File: src/rtl/note_track_if.sv
// Bus between the note track engine and its feeder/renderer side.
// The engine uses the slave view; whoever drives spawns, ticks and buttons uses the master view.
interface note_track_if;
  logic        clear;
  logic        tick;
  logic        spawn_valid;
  logic [2:0]  spawn_color;
  logic        spawn_ready;
  logic [5:0]  guitar_in;
  logic [31:0] notes1;
  logic [31:0] notes2;
  logic [31:0] notes3;
  logic [7:0]  p1_score;
  logic [7:0]  p2_score;
  logic        p1_hit;
  logic        p2_hit;
  logic        p1_miss;
  logic        p2_miss;

  modport slave (
    input  clear, tick, spawn_valid, spawn_color, guitar_in,
    output spawn_ready, notes1, notes2, notes3, p1_score, p2_score,
           p1_hit, p2_hit, p1_miss, p2_miss
  );

  modport master (
    output clear, tick, spawn_valid, spawn_color, guitar_in,
    input  spawn_ready, notes1, notes2, notes3, p1_score, p2_score,
           p1_hit, p2_hit, p1_miss, p2_miss
  );
endinterface

File: src/rtl/note_track_engine.sv
// Six-slot note track: scrolls notes outward per frame tick, judges both players' strums, keeps scores.
// Optional NOTE_TRACK_STRAY_MISS_EN: a strum with no note in the hit window also counts as a miss.
module note_track_engine #(
  parameter logic [10:0] STEP   = 11'd4,
  parameter logic [10:0] HIT_LO = 11'd252,
  parameter logic [10:0] HIT_HI = 11'd280,
  parameter logic [10:0] X_END  = 11'd300
) (
  input  logic           clock,
  input  logic           reset,
  note_track_if.slave    bus
);

`ifdef NOTE_TRACK_STRAY_MISS_EN
  localparam bit STRAY_MISS = 1'b1;
`else
  localparam bit STRAY_MISS = 1'b0;
`endif

  logic [5:0][15:0] slot_q, slot_d;
  logic [5:0]       empty;
  logic [5:0]       sync1_q, sync2_q, sync3_q, rise;
  logic [7:0]       p1_score_q, p2_score_q;
  logic [8:0]       p1_sum, p2_sum;
  logic [1:0]       p1_cnt, p2_cnt;
  logic             p1_hit_q, p2_hit_q, p1_miss_q, p2_miss_q;
  logic             p1_stray, p2_stray, p1_retire_miss, p2_retire_miss;
  logic             spawned, color_ok;
  logic [3:0]       win;
  logic [11:0]      moved;

  // Guitar lane order is red, green, yellow; slot colour field is {red,yellow,green}.
  function automatic logic [2:0] lane_colour(input int lane);
    case (lane)
      0:       return 3'b100;
      1:       return 3'b001;
      default: return 3'b010;
    endcase
  endfunction

  // Returns {found, index}: the in-window undone note of this colour furthest out, lowest index on ties.
  function automatic logic [3:0] pick_winner(input logic [5:0][15:0] slots,
                                             input logic [2:0] colour, input logic player2);
    logic        found;
    logic [2:0]  idx;
    logic [10:0] best;
    logic        done;
    found = 1'b0;
    idx   = 3'd0;
    best  = 11'd0;
    for (int s = 0; s < 6; s++) begin
      done = player2 ? slots[s][0] : slots[s][1];
      if (slots[s][4:2] == colour && !done &&
          slots[s][15:5] >= HIT_LO && slots[s][15:5] <= HIT_HI &&
          (!found || slots[s][15:5] > best)) begin
        found = 1'b1;
        idx   = 3'(s);
        best  = slots[s][15:5];
      end
    end
    return {found, idx};
  endfunction

  for (genvar g = 0; g < 6; g++) begin : g_empty
    assign empty[g] = (slot_q[g][4:2] == 3'b000);
  end

  assign rise            = sync2_q & ~sync3_q;
  assign bus.spawn_ready = |empty;
  assign color_ok        = (bus.spawn_color == 3'b001) || (bus.spawn_color == 3'b010) ||
                           (bus.spawn_color == 3'b100);

  // Judging uses pre-tick offsets; hits mark done bits before retirement so a hit note never also misses.
  always_comb begin
    slot_d         = slot_q;
    p1_cnt         = 2'd0;
    p2_cnt         = 2'd0;
    p1_stray       = 1'b0;
    p2_stray       = 1'b0;
    p1_retire_miss = 1'b0;
    p2_retire_miss = 1'b0;
    spawned        = 1'b0;
    win            = 4'd0;
    moved          = 12'd0;

    for (int l = 0; l < 3; l++) begin
      win = pick_winner(slot_q, lane_colour(l), 1'b0);
      if (rise[l]) begin
        if (win[3]) begin
          slot_d[win[2:0]][1] = 1'b1;
          p1_cnt = p1_cnt + 2'd1;
        end else begin
          p1_stray = 1'b1;
        end
      end
      win = pick_winner(slot_q, lane_colour(l), 1'b1);
      if (rise[l+3]) begin
        if (win[3]) begin
          slot_d[win[2:0]][0] = 1'b1;
          p2_cnt = p2_cnt + 2'd1;
        end else begin
          p2_stray = 1'b1;
        end
      end
    end

    if (bus.tick) begin
      for (int s = 0; s < 6; s++) begin
        if (!empty[s]) begin
          moved = {1'b0, slot_q[s][15:5]} + {1'b0, STEP};
          if (moved > {1'b0, X_END}) begin
            if (!slot_d[s][1]) p1_retire_miss = 1'b1;
            if (!slot_d[s][0]) p2_retire_miss = 1'b1;
            slot_d[s] = 16'd0;
          end else begin
            slot_d[s][15:5] = moved[10:0];
          end
        end
      end
    end

    // Malformed colours still complete the handshake but never occupy a slot.
    if (bus.spawn_valid && bus.spawn_ready && color_ok) begin
      for (int s = 0; s < 6; s++) begin
        if (!spawned && empty[s]) begin
          slot_d[s] = {11'd0, bus.spawn_color, 2'b00};
          spawned   = 1'b1;
        end
      end
    end
  end

  assign p1_sum = {1'b0, p1_score_q} + {7'd0, p1_cnt};
  assign p2_sum = {1'b0, p2_score_q} + {7'd0, p2_cnt};

  always_ff @(posedge clock or posedge reset) begin
    if (reset) begin
      slot_q     <= '0;
      sync1_q    <= '0;
      sync2_q    <= '0;
      sync3_q    <= '0;
      p1_score_q <= '0;
      p2_score_q <= '0;
      p1_hit_q   <= 1'b0;
      p2_hit_q   <= 1'b0;
      p1_miss_q  <= 1'b0;
      p2_miss_q  <= 1'b0;
    end else begin
      sync1_q <= bus.guitar_in;
      sync2_q <= sync1_q;
      sync3_q <= sync2_q;
      if (bus.clear) begin
        slot_q     <= '0;
        p1_score_q <= '0;
        p2_score_q <= '0;
        p1_hit_q   <= 1'b0;
        p2_hit_q   <= 1'b0;
        p1_miss_q  <= 1'b0;
        p2_miss_q  <= 1'b0;
      end else begin
        slot_q     <= slot_d;
        p1_score_q <= p1_sum[8] ? 8'hFF : p1_sum[7:0];
        p2_score_q <= p2_sum[8] ? 8'hFF : p2_sum[7:0];
        p1_hit_q   <= (p1_cnt != 2'd0);
        p2_hit_q   <= (p2_cnt != 2'd0);
        p1_miss_q  <= p1_retire_miss | (STRAY_MISS & p1_stray);
        p2_miss_q  <= p2_retire_miss | (STRAY_MISS & p2_stray);
      end
    end
  end

  assign bus.notes1   = {slot_q[0], slot_q[1]};
  assign bus.notes2   = {slot_q[2], slot_q[3]};
  assign bus.notes3   = {slot_q[4], slot_q[5]};
  assign bus.p1_score = p1_score_q;
  assign bus.p2_score = p2_score_q;
  assign bus.p1_hit   = p1_hit_q;
  assign bus.p2_hit   = p2_hit_q;
  assign bus.p1_miss  = p1_miss_q;
  assign bus.p2_miss  = p2_miss_q;
endmodule

File: src/flat_wrapper.sv
// flat-port wrapper written by rule: the top's interface ports become plain ports
module note_track_engine_flat 
#(
  parameter logic [10:0] STEP   = 11'd4,
  parameter logic [10:0] HIT_LO = 11'd252,
  parameter logic [10:0] HIT_HI = 11'd280,
  parameter logic [10:0] X_END  = 11'd300
)
  (clock, reset, bus_clear, bus_tick, bus_spawn_valid, bus_spawn_color, bus_guitar_in, bus_spawn_ready, bus_notes1, bus_notes2, bus_notes3, bus_p1_score, bus_p2_score, bus_p1_hit, bus_p2_hit, bus_p1_miss, bus_p2_miss);
  note_track_if bus_i ();
  input  logic clock;
  input  logic reset;
  input wire logic [$bits(bus_i.clear)-1:0] bus_clear;
  input wire logic [$bits(bus_i.tick)-1:0] bus_tick;
  input wire logic [$bits(bus_i.spawn_valid)-1:0] bus_spawn_valid;
  input wire logic [$bits(bus_i.spawn_color)-1:0] bus_spawn_color;
  input wire logic [$bits(bus_i.guitar_in)-1:0] bus_guitar_in;
  output wire logic [$bits(bus_i.spawn_ready)-1:0] bus_spawn_ready;
  output wire logic [$bits(bus_i.notes1)-1:0] bus_notes1;
  output wire logic [$bits(bus_i.notes2)-1:0] bus_notes2;
  output wire logic [$bits(bus_i.notes3)-1:0] bus_notes3;
  output wire logic [$bits(bus_i.p1_score)-1:0] bus_p1_score;
  output wire logic [$bits(bus_i.p2_score)-1:0] bus_p2_score;
  output wire logic [$bits(bus_i.p1_hit)-1:0] bus_p1_hit;
  output wire logic [$bits(bus_i.p2_hit)-1:0] bus_p2_hit;
  output wire logic [$bits(bus_i.p1_miss)-1:0] bus_p1_miss;
  output wire logic [$bits(bus_i.p2_miss)-1:0] bus_p2_miss;
  assign bus_i.clear = bus_clear;
  assign bus_i.tick = bus_tick;
  assign bus_i.spawn_valid = bus_spawn_valid;
  assign bus_i.spawn_color = bus_spawn_color;
  assign bus_i.guitar_in = bus_guitar_in;
  assign bus_spawn_ready = bus_i.spawn_ready;
  assign bus_notes1 = bus_i.notes1;
  assign bus_notes2 = bus_i.notes2;
  assign bus_notes3 = bus_i.notes3;
  assign bus_p1_score = bus_i.p1_score;
  assign bus_p2_score = bus_i.p2_score;
  assign bus_p1_hit = bus_i.p1_hit;
  assign bus_p2_hit = bus_i.p2_hit;
  assign bus_p1_miss = bus_i.p1_miss;
  assign bus_p2_miss = bus_i.p2_miss;
  note_track_engine #(.STEP(STEP), .HIT_LO(HIT_LO), .HIT_HI(HIT_HI), .X_END(X_END)) u_core (.clock(clock), .reset(reset), .bus(bus_i));
endmodule
File: config.mk
export PLATFORM = sky130hd
export DESIGN_NAME = note_track_engine_flat
export DESIGN_NICKNAME = d
export VERILOG_FILES = /design/src/rtl/note_track_if.sv /design/src/rtl/note_track_engine.sv /design/src/flat_wrapper.sv
export SDC_FILE = /design/constraint.sdc
export NUM_CORES = 1
export LEC_CHECK = 0
export ABC_AREA = 0
export CAP_MARGIN = 10
export CELL_PAD_IN_SITES_DETAIL_PLACEMENT = 0
export CELL_PAD_IN_SITES_GLOBAL_PLACEMENT = 1
export CORE_UTILIZATION = 50
export CTS_CLUSTER_DIAMETER = 150
export CTS_CLUSTER_SIZE = 10
export DETAILED_ROUTE_END_ITERATION = 8
export MAX_ROUTING_LAYER = met4
export PLACE_DENSITY_LB_ADDON = 0.15
export SYNTH_ARGS = -nofsm -noshare
export SYNTH_HDL_FRONTEND = slang
export SYNTH_SLANG_ARGS = --single-unit
File: constraint.sdc
create_clock -name clock -period 19.6 [get_ports clock]
set_clock_uncertainty 0.1 [all_clocks]
set_input_delay 3.92 -clock clock [delete_from_list [all_inputs] [get_ports clock]]
set_output_delay 3.92 -clock clock [all_outputs]
set_load 0.02 [all_outputs]
* After elaboration in Yosys (flattened, before gate mapping)
Cells that the tools add are included.
Storage, ports and cells: register bits 134, logic and storage cells 572, output and inout port bits 117, input bits 14
Operators by class: $lt $le $gt $ge 60, mux-type cells 217, bitwise logic cells 8, add/sub/neg operators 12, equality and inequality tests 21, reduce and logical (&&, ||, !) cells 239
Operators with widths (number):
- $mux 96 | 15
- $or 96x96->96 | 6
- $mux 11 | 36
- $gt 11x11->1 | 30
- $demux 16 s3 | 6
- $mux 16 | 12
- $logic_and 1x1->1 | 151
- $mux 1 | 101
- $add 11x3->12 const B | 6
- $gt 12x9->1 const B | 6
- $ge 11x8->1 const B | 6
- $le 11x9->1 const B | 6
- $logic_not 1->1 | 47
- $mux 2 | 23
- $mux 3 | 14
- $logic_or 1x1->1 | 32
- $mux 8 | 4
- $mux 5 | 6
- $lt 3x4->1 const B | 6
- $eq 3x1->1 const B | 7
- $eq 3x2->1 const B | 7
- $eq 3x3->1 const B | 7
- $add 8x2->9 | 2
- $ge 3x1->1 const B | 6
- 6 further kinds | 15

* Longest topological paths before layout
word-level depth 68, depth in mapped cells 59, gate-level depth less buffers 54

* Worst setup path after synthesis
No wires, ideal clock.
path type register -> register, start register u_core.slot_q (netlist bit u_core.bus.notes1[23]), end register u_core.p2_miss_q, in the netlist u_core.bus.p2_miss, data arrival time 12.011 ns, required time 19.433 ns, cell stages (with the launch flop) 56, slack 7.423 ns, buffers on the path 6, setup time 0.067 ns, clock period less this slack 12.177 ns, cell sequence dfrtp_1 -> clkbuf_1 -> inv_1 -> ha_1 -> or3b_2 -> a311o_1 -> a21o_1 -> buf_6 -> nor2_4 -> clkbuf_1 -> nand2_1 -> ha_1 -> a21o_1 -> a21o_1 -> a221o_1 -> a21oi_1 -> a21boi_0 -> o31ai_4 -> [... 20 more ...] -> o211ai_1 -> a21boi_0 -> o21a_1 -> o311a_1 -> a31o_2 -> buf_1 -> nor2_1 -> a21oi_1 -> ha_1 -> nand3_1 -> or2_2 -> a31oi_1 -> o221ai_1 -> o41ai_1 -> nor2b_1 -> or4_1 -> o211ai_1 -> o311a_1
On the way: longest elaborated chain between the ends 64, elaborated cells on any way between the ends 289, classes of those cells add/sub (1); order compare (39); mux (138); bitwise (6); reduce/logical (105)
RTL lines:
- from (decl) | line note_track_engine.sv:20 | logic [5:0][15:0] slot_q, slot_d;
- from (signal assigned) | line note_track_engine.sv:161 | slot_q <= slot_d;
- $ge 11x8->1 | line note_track_engine.sv:54 | slots[s][15:5] >= HIT_LO && slots[s][15:5] <= HIT_HI &&
- $logic_and 1x1->1 | line note_track_engine.sv:53 | if (slots[s][4:2] == colour && !done &&
- $logic_and 1x1->1 | line note_track_engine.sv:54
- $mux 11 or $mux 1 (tied branches) | line note_track_engine.sv:53
- $gt 11x11->1 or $logic_not 1->1 (tied branches) | line note_track_engine.sv:55 | (!found || slots[s][15:5] > best)) begin
- $logic_or 1x1->1 | line note_track_engine.sv:55
- $logic_and 1x1->1 | line note_track_engine.sv:54
- $mux 11 or $mux 1 (tied branches) | line note_track_engine.sv:53
- [... 48 more ...]
- $mux 1 | line note_track_engine.sv:113 | if (!slot_d[s][0]) p2_retire_miss = 1'b1;
- $mux 1 | line note_track_engine.sv:111 | if (moved > {1'b0, X_END}) begin
- $mux 1 | line note_track_engine.sv:109 | if (!empty[s]) begin
- $mux 1 | line note_track_engine.sv:113
- $mux 1 | line note_track_engine.sv:111
- $mux 1 * | line note_track_engine.sv:109
- $mux 1 * | line note_track_engine.sv:107 | if (bus.tick) begin
- $mux 1 * | line note_track_engine.sv:152 | if (bus.clear) begin
- to (signal assigned) | line note_track_engine.sv:167 | p2_miss_q <= p2_retire_miss | (STRAY_MISS & p2_stray);
- to (decl) | line note_track_engine.sv:26 | logic p1_hit_q, p2_hit_q, p1_miss_q, p2_miss_q;
Mark *: on every way between the ends. The rest lies on a longest branch, timed or not. The select of a mux whose other input is x is not followed.

* Worst setup path in the final report
start register u_core.slot_q (netlist bit u_core.bus.notes1[24]), end register u_core.p2_miss_q, in the netlist u_core.bus.p2_miss
Same word-level chain as after synthesis.

==> impl_metrics.env <==
export IMPL_outcome="completed"
export IMPL_cts_sinks=134
export IMPL_synth_fa_ha_area_share_pct=22.9
export IMPL_numPortBuffers=130
export IMPL_leakagePower_nw=9.45
export IMPL_internal_power_mw=0.514
export IMPL_worstSkewPairLatency_ns=0.49
export IMPL_drt_total_wl_mm=77.2
export IMPL_final_setup_tns_ns=0
export IMPL_tightest_slew_ns=1.26
export IMPL_muxShareOfSynthArea_pct=9.48
export IMPL_endpoint_kind="flop"
export IMPL_synth_cell_types=96
export IMPL_drive_above_1_share_pct=10.2
export IMPL_drc=0
export IMPL_yosysTopAreaCellShare_pct=22.7
export IMPL_firstDrtPassIters=6
export IMPL_synthXorXnorAreaFrac_pct=1.37
export IMPL_ioPinCount=131
export IMPL_cts_root_buf="clkbuf_16"
export IMPL_initial_core_util_pct=50.9
export IMPL_fin_crit_ns=15.02
export IMPL_clk_pin_slew_worst_paths_ns=0.07
export IMPL_wl_per_cell_um=25.5
export IMPL_first_iter_violations=1773
export IMPL_cts_hold_buf=0
export IMPL_rsz0062_at_grt="no"
export IMPL_dp_hpwl_mm=60.2
export IMPL_synth_compound_area_share_pct=22.4
export IMPL_pwr_share_seq_pct=40.0
export IMPL_antenna_found_initial=1
export IMPL_cts_setup_buffers=0
export IMPL_synth_enable_flop_cells=0
export IMPL_cp_common_cell="ha_1"
export IMPL_detail_route_antenna_nets=0
export IMPL_whs_ns=0.251
export IMPL_seq_area_frac_synth_pct=17.5
export IMPL_die_area_sq_um=39100
export IMPL_synth_ff_type="dfrtp_1"
export IMPL_final_common_cell="ha_1"
export IMPL_cts_htree_levels=4
export IMPL_vdd_ir_drop_max_v=0.0000710
export IMPL_grtUsageTotal_pct=40.6
export IMPL_crit_fanout=14
export IMPL_p_sw_share_pct=27.3
export IMPL_timing_final_ws_setup_ns=4.58
export IMPL_hold_path_class="reg -> reg"
export IMPL_syn_avg_cell_area_sq_um=8.12
export IMPL_via_count=19900
export IMPL_p_sw_mw=0.193
export IMPL_cts_tree="yes"
export IMPL_die_h_um=198
export IMPL_cap_violations=0
export IMPL_cts_repair_resized=0
export IMPL_yosysWarnings=0
export IMPL_fillers=3618
export IMPL_ys_ff_latch=134
export IMPL_syn_area_sq_um=19200
export IMPL_ys_top_cells_by_area="ha_1, dfrtp_1, mux2_2"
export IMPL_final_nets=2868
export IMPL_place_inst=2995
export IMPL_period_share_pct=76.7
export IMPL_hold_violations=0
export IMPL_rows=71
export IMPL_slew_headroom_pct=14.9
export IMPL_grt_start_max_net_pins=98
export IMPL_routabilityCongestion=1.04
export IMPL_arrival_ns=15.30
export IMPL_layout_common_cells="ha_1, a21oi_1, nor2_1, nand2_1, dfrtp_1"
export IMPL_fin_cells=3029
export IMPL_synth_simple_area_share_pct=22.1
export IMPL_synth_top_family_by_area="adder cells"
export IMPL_syn_to_final_growth_pct=13.8
export IMPL_crit_slowest_cell="a211o_1"
export IMPL_overflow=0
export IMPL_clk_path_buf_depth=2
export IMPL_fp_dieW_um=198
export IMPL_worstPathRequired_ns=19.88
export IMPL_first_global_vias=18300
export IMPL_async_reset_ff_share_pct=100
export IMPL_max_freq_mhz=66.6
export IMPL_grt_pass1_wl_mm=115
export IMPL_max_stage_delay_ns=0.71
export IMPL_pwr_share_clk_pct=51.7
export IMPL_criticalPathCategory="reg -> reg"
export IMPL_coreArea_sq_um=37700
export IMPL_vias_per_cell=6.56
export IMPL_setup_viol_count_final=0
export IMPL_finalMaxSlewViolations=0
export IMPL_powerDensity_nw_per_um2=32.4
export IMPL_place_ws_ns=4.93
export IMPL_finalPower_mw=0.707
export IMPL_synth_cells=2361
export IMPL_yosysTopAreaCell="ha_1"
export IMPL_cts_made_buffers=17
export IMPL_start_kind="flop"
export IMPL_combinationalPowerShare_pct=8.3
[stage by stage]
stage	util, %	cell area [sq um]
after floorplan	-	19400
after global placement	56.2	21200
after global routing	58.0	21800
final	58.0	21800
after CTS	57.9	21800
after detailed placement	56.2	21200
[final cells by class]
type	count	area, sq um	share of cell area, %
Clock buffer	17	425	1.95
Antenna cell	2	5.00	0.0229
Timing Repair Buffer	169	1590	7.28
Clock inverter	14	214	0.980
Tap cell	511	639	2.93
Multi-Input combinational cell	2085	15200	69.8
Sequential cell	134	3350	15.4
Inverter	97	369	1.69
[registers in the layout, indices dropped and copies added (netlist names)]
name / count
u_core.bus.notes3: 32
u_core.sync1_q: 6
u_core.sync2_q: 6
u_core.sync3_q: 6
u_core.bus.notes1: 32
u_core.bus.p1_score: 8
u_core.bus.notes2: 32
u_core.bus.p2_hit: 1
u_core.bus.p1_hit: 1
u_core.bus.p2_miss: 1
u_core.bus.p2_score: 8
u_core.bus.p1_miss: 1
[final timing paths]
path,startpoint,end,slack [ns],cells after the start
worst max-delay path,u_core.bus.notes1[24],u_core.bus.p2_miss,4.58,46
worst min-delay path,u_core.sync1_q[3],u_core.sync2_q[3],0.25,0
worst max register to register,u_core.bus.notes1[24],u_core.bus.p2_miss,4.58,46
worst min register to register,u_core.sync1_q[3],u_core.sync2_q[3],0.25,0
max in group asynchronous,reset,u_core.bus.notes1[31],14.25,3
min in group asynchronous,reset,u_core.bus.p1_score[7],3.93,2
[per-layer routing]
layer	share of wire (%)	GRT usage, %
met5	0	-
met1	42	52.4
met2	45	62.2
met4	4.5	18.3
met3	8.7	6.71
[synth_stat cells (12+ instances only)]
cell type,n
or4_1,13
a22oi_1,30
nor2b_1,40
o31ai_1,23
nand2_1,182
nand2b_1,12
nand3b_1,16
o21ai_0,108
a31oi_1,18
xnor2_1,16
a21o_1,49
a211oi_1,23
mux2_2,122
nor4_1,14
nand3_1,77
and3_1,27
buf_2,15
o21bai_1,13
dfrtp_1,134
or2_2,12
and2_1,22
o21a_1,27
xor2_1,14
a21oi_1,214
nor3_1,63
mux2i_1,34
or3_1,23
a211o_1,12
ha_1,348
nor3b_1,20
nand4_1,69
inv_1,97
clkbuf_1,79
o211ai_1,16
nor2_1,204
[power by group through the flow]
stage | Clock [mW] | Sequential [mW] | Combinational (mW)
floorplan | 0 | 0.287 | 0.0368
global placement | 0 | 0.288 | 0.0569
detailed placement | 0 | 0.288 | 0.0576
CTS | 0.372 | 0.283 | 0.0578
global route | 0.380 | 0.283 | 0.0646
finish | 0.365 | 0.283 | 0.0589
[cells by family after synthesis]
kind of cell,count (synthesis)
multiplexers,163
other,1
adder cells (fa/ha/maj),350
flip-flops,134
AND/OR/NAND/NOR,828
buffers and inverters,201
AO/OA/AOI/OAI,654
XOR/XNOR,30
[worst max-delay path, delay by kind of cell, from the launching register on]
family / cells / cell delay (ns)
AO/OA/AOI/OAI: 23 / 7.55
AND/OR/NAND/NOR: 11 / 2.55
multiplexers: 5 / 2.05
adder cells (fa/ha/maj): 6 / 1.81
flip-flops: 1 / 0.70
buffers and inverters: 1 / 0.10
(Power assumes the default switching activity.)
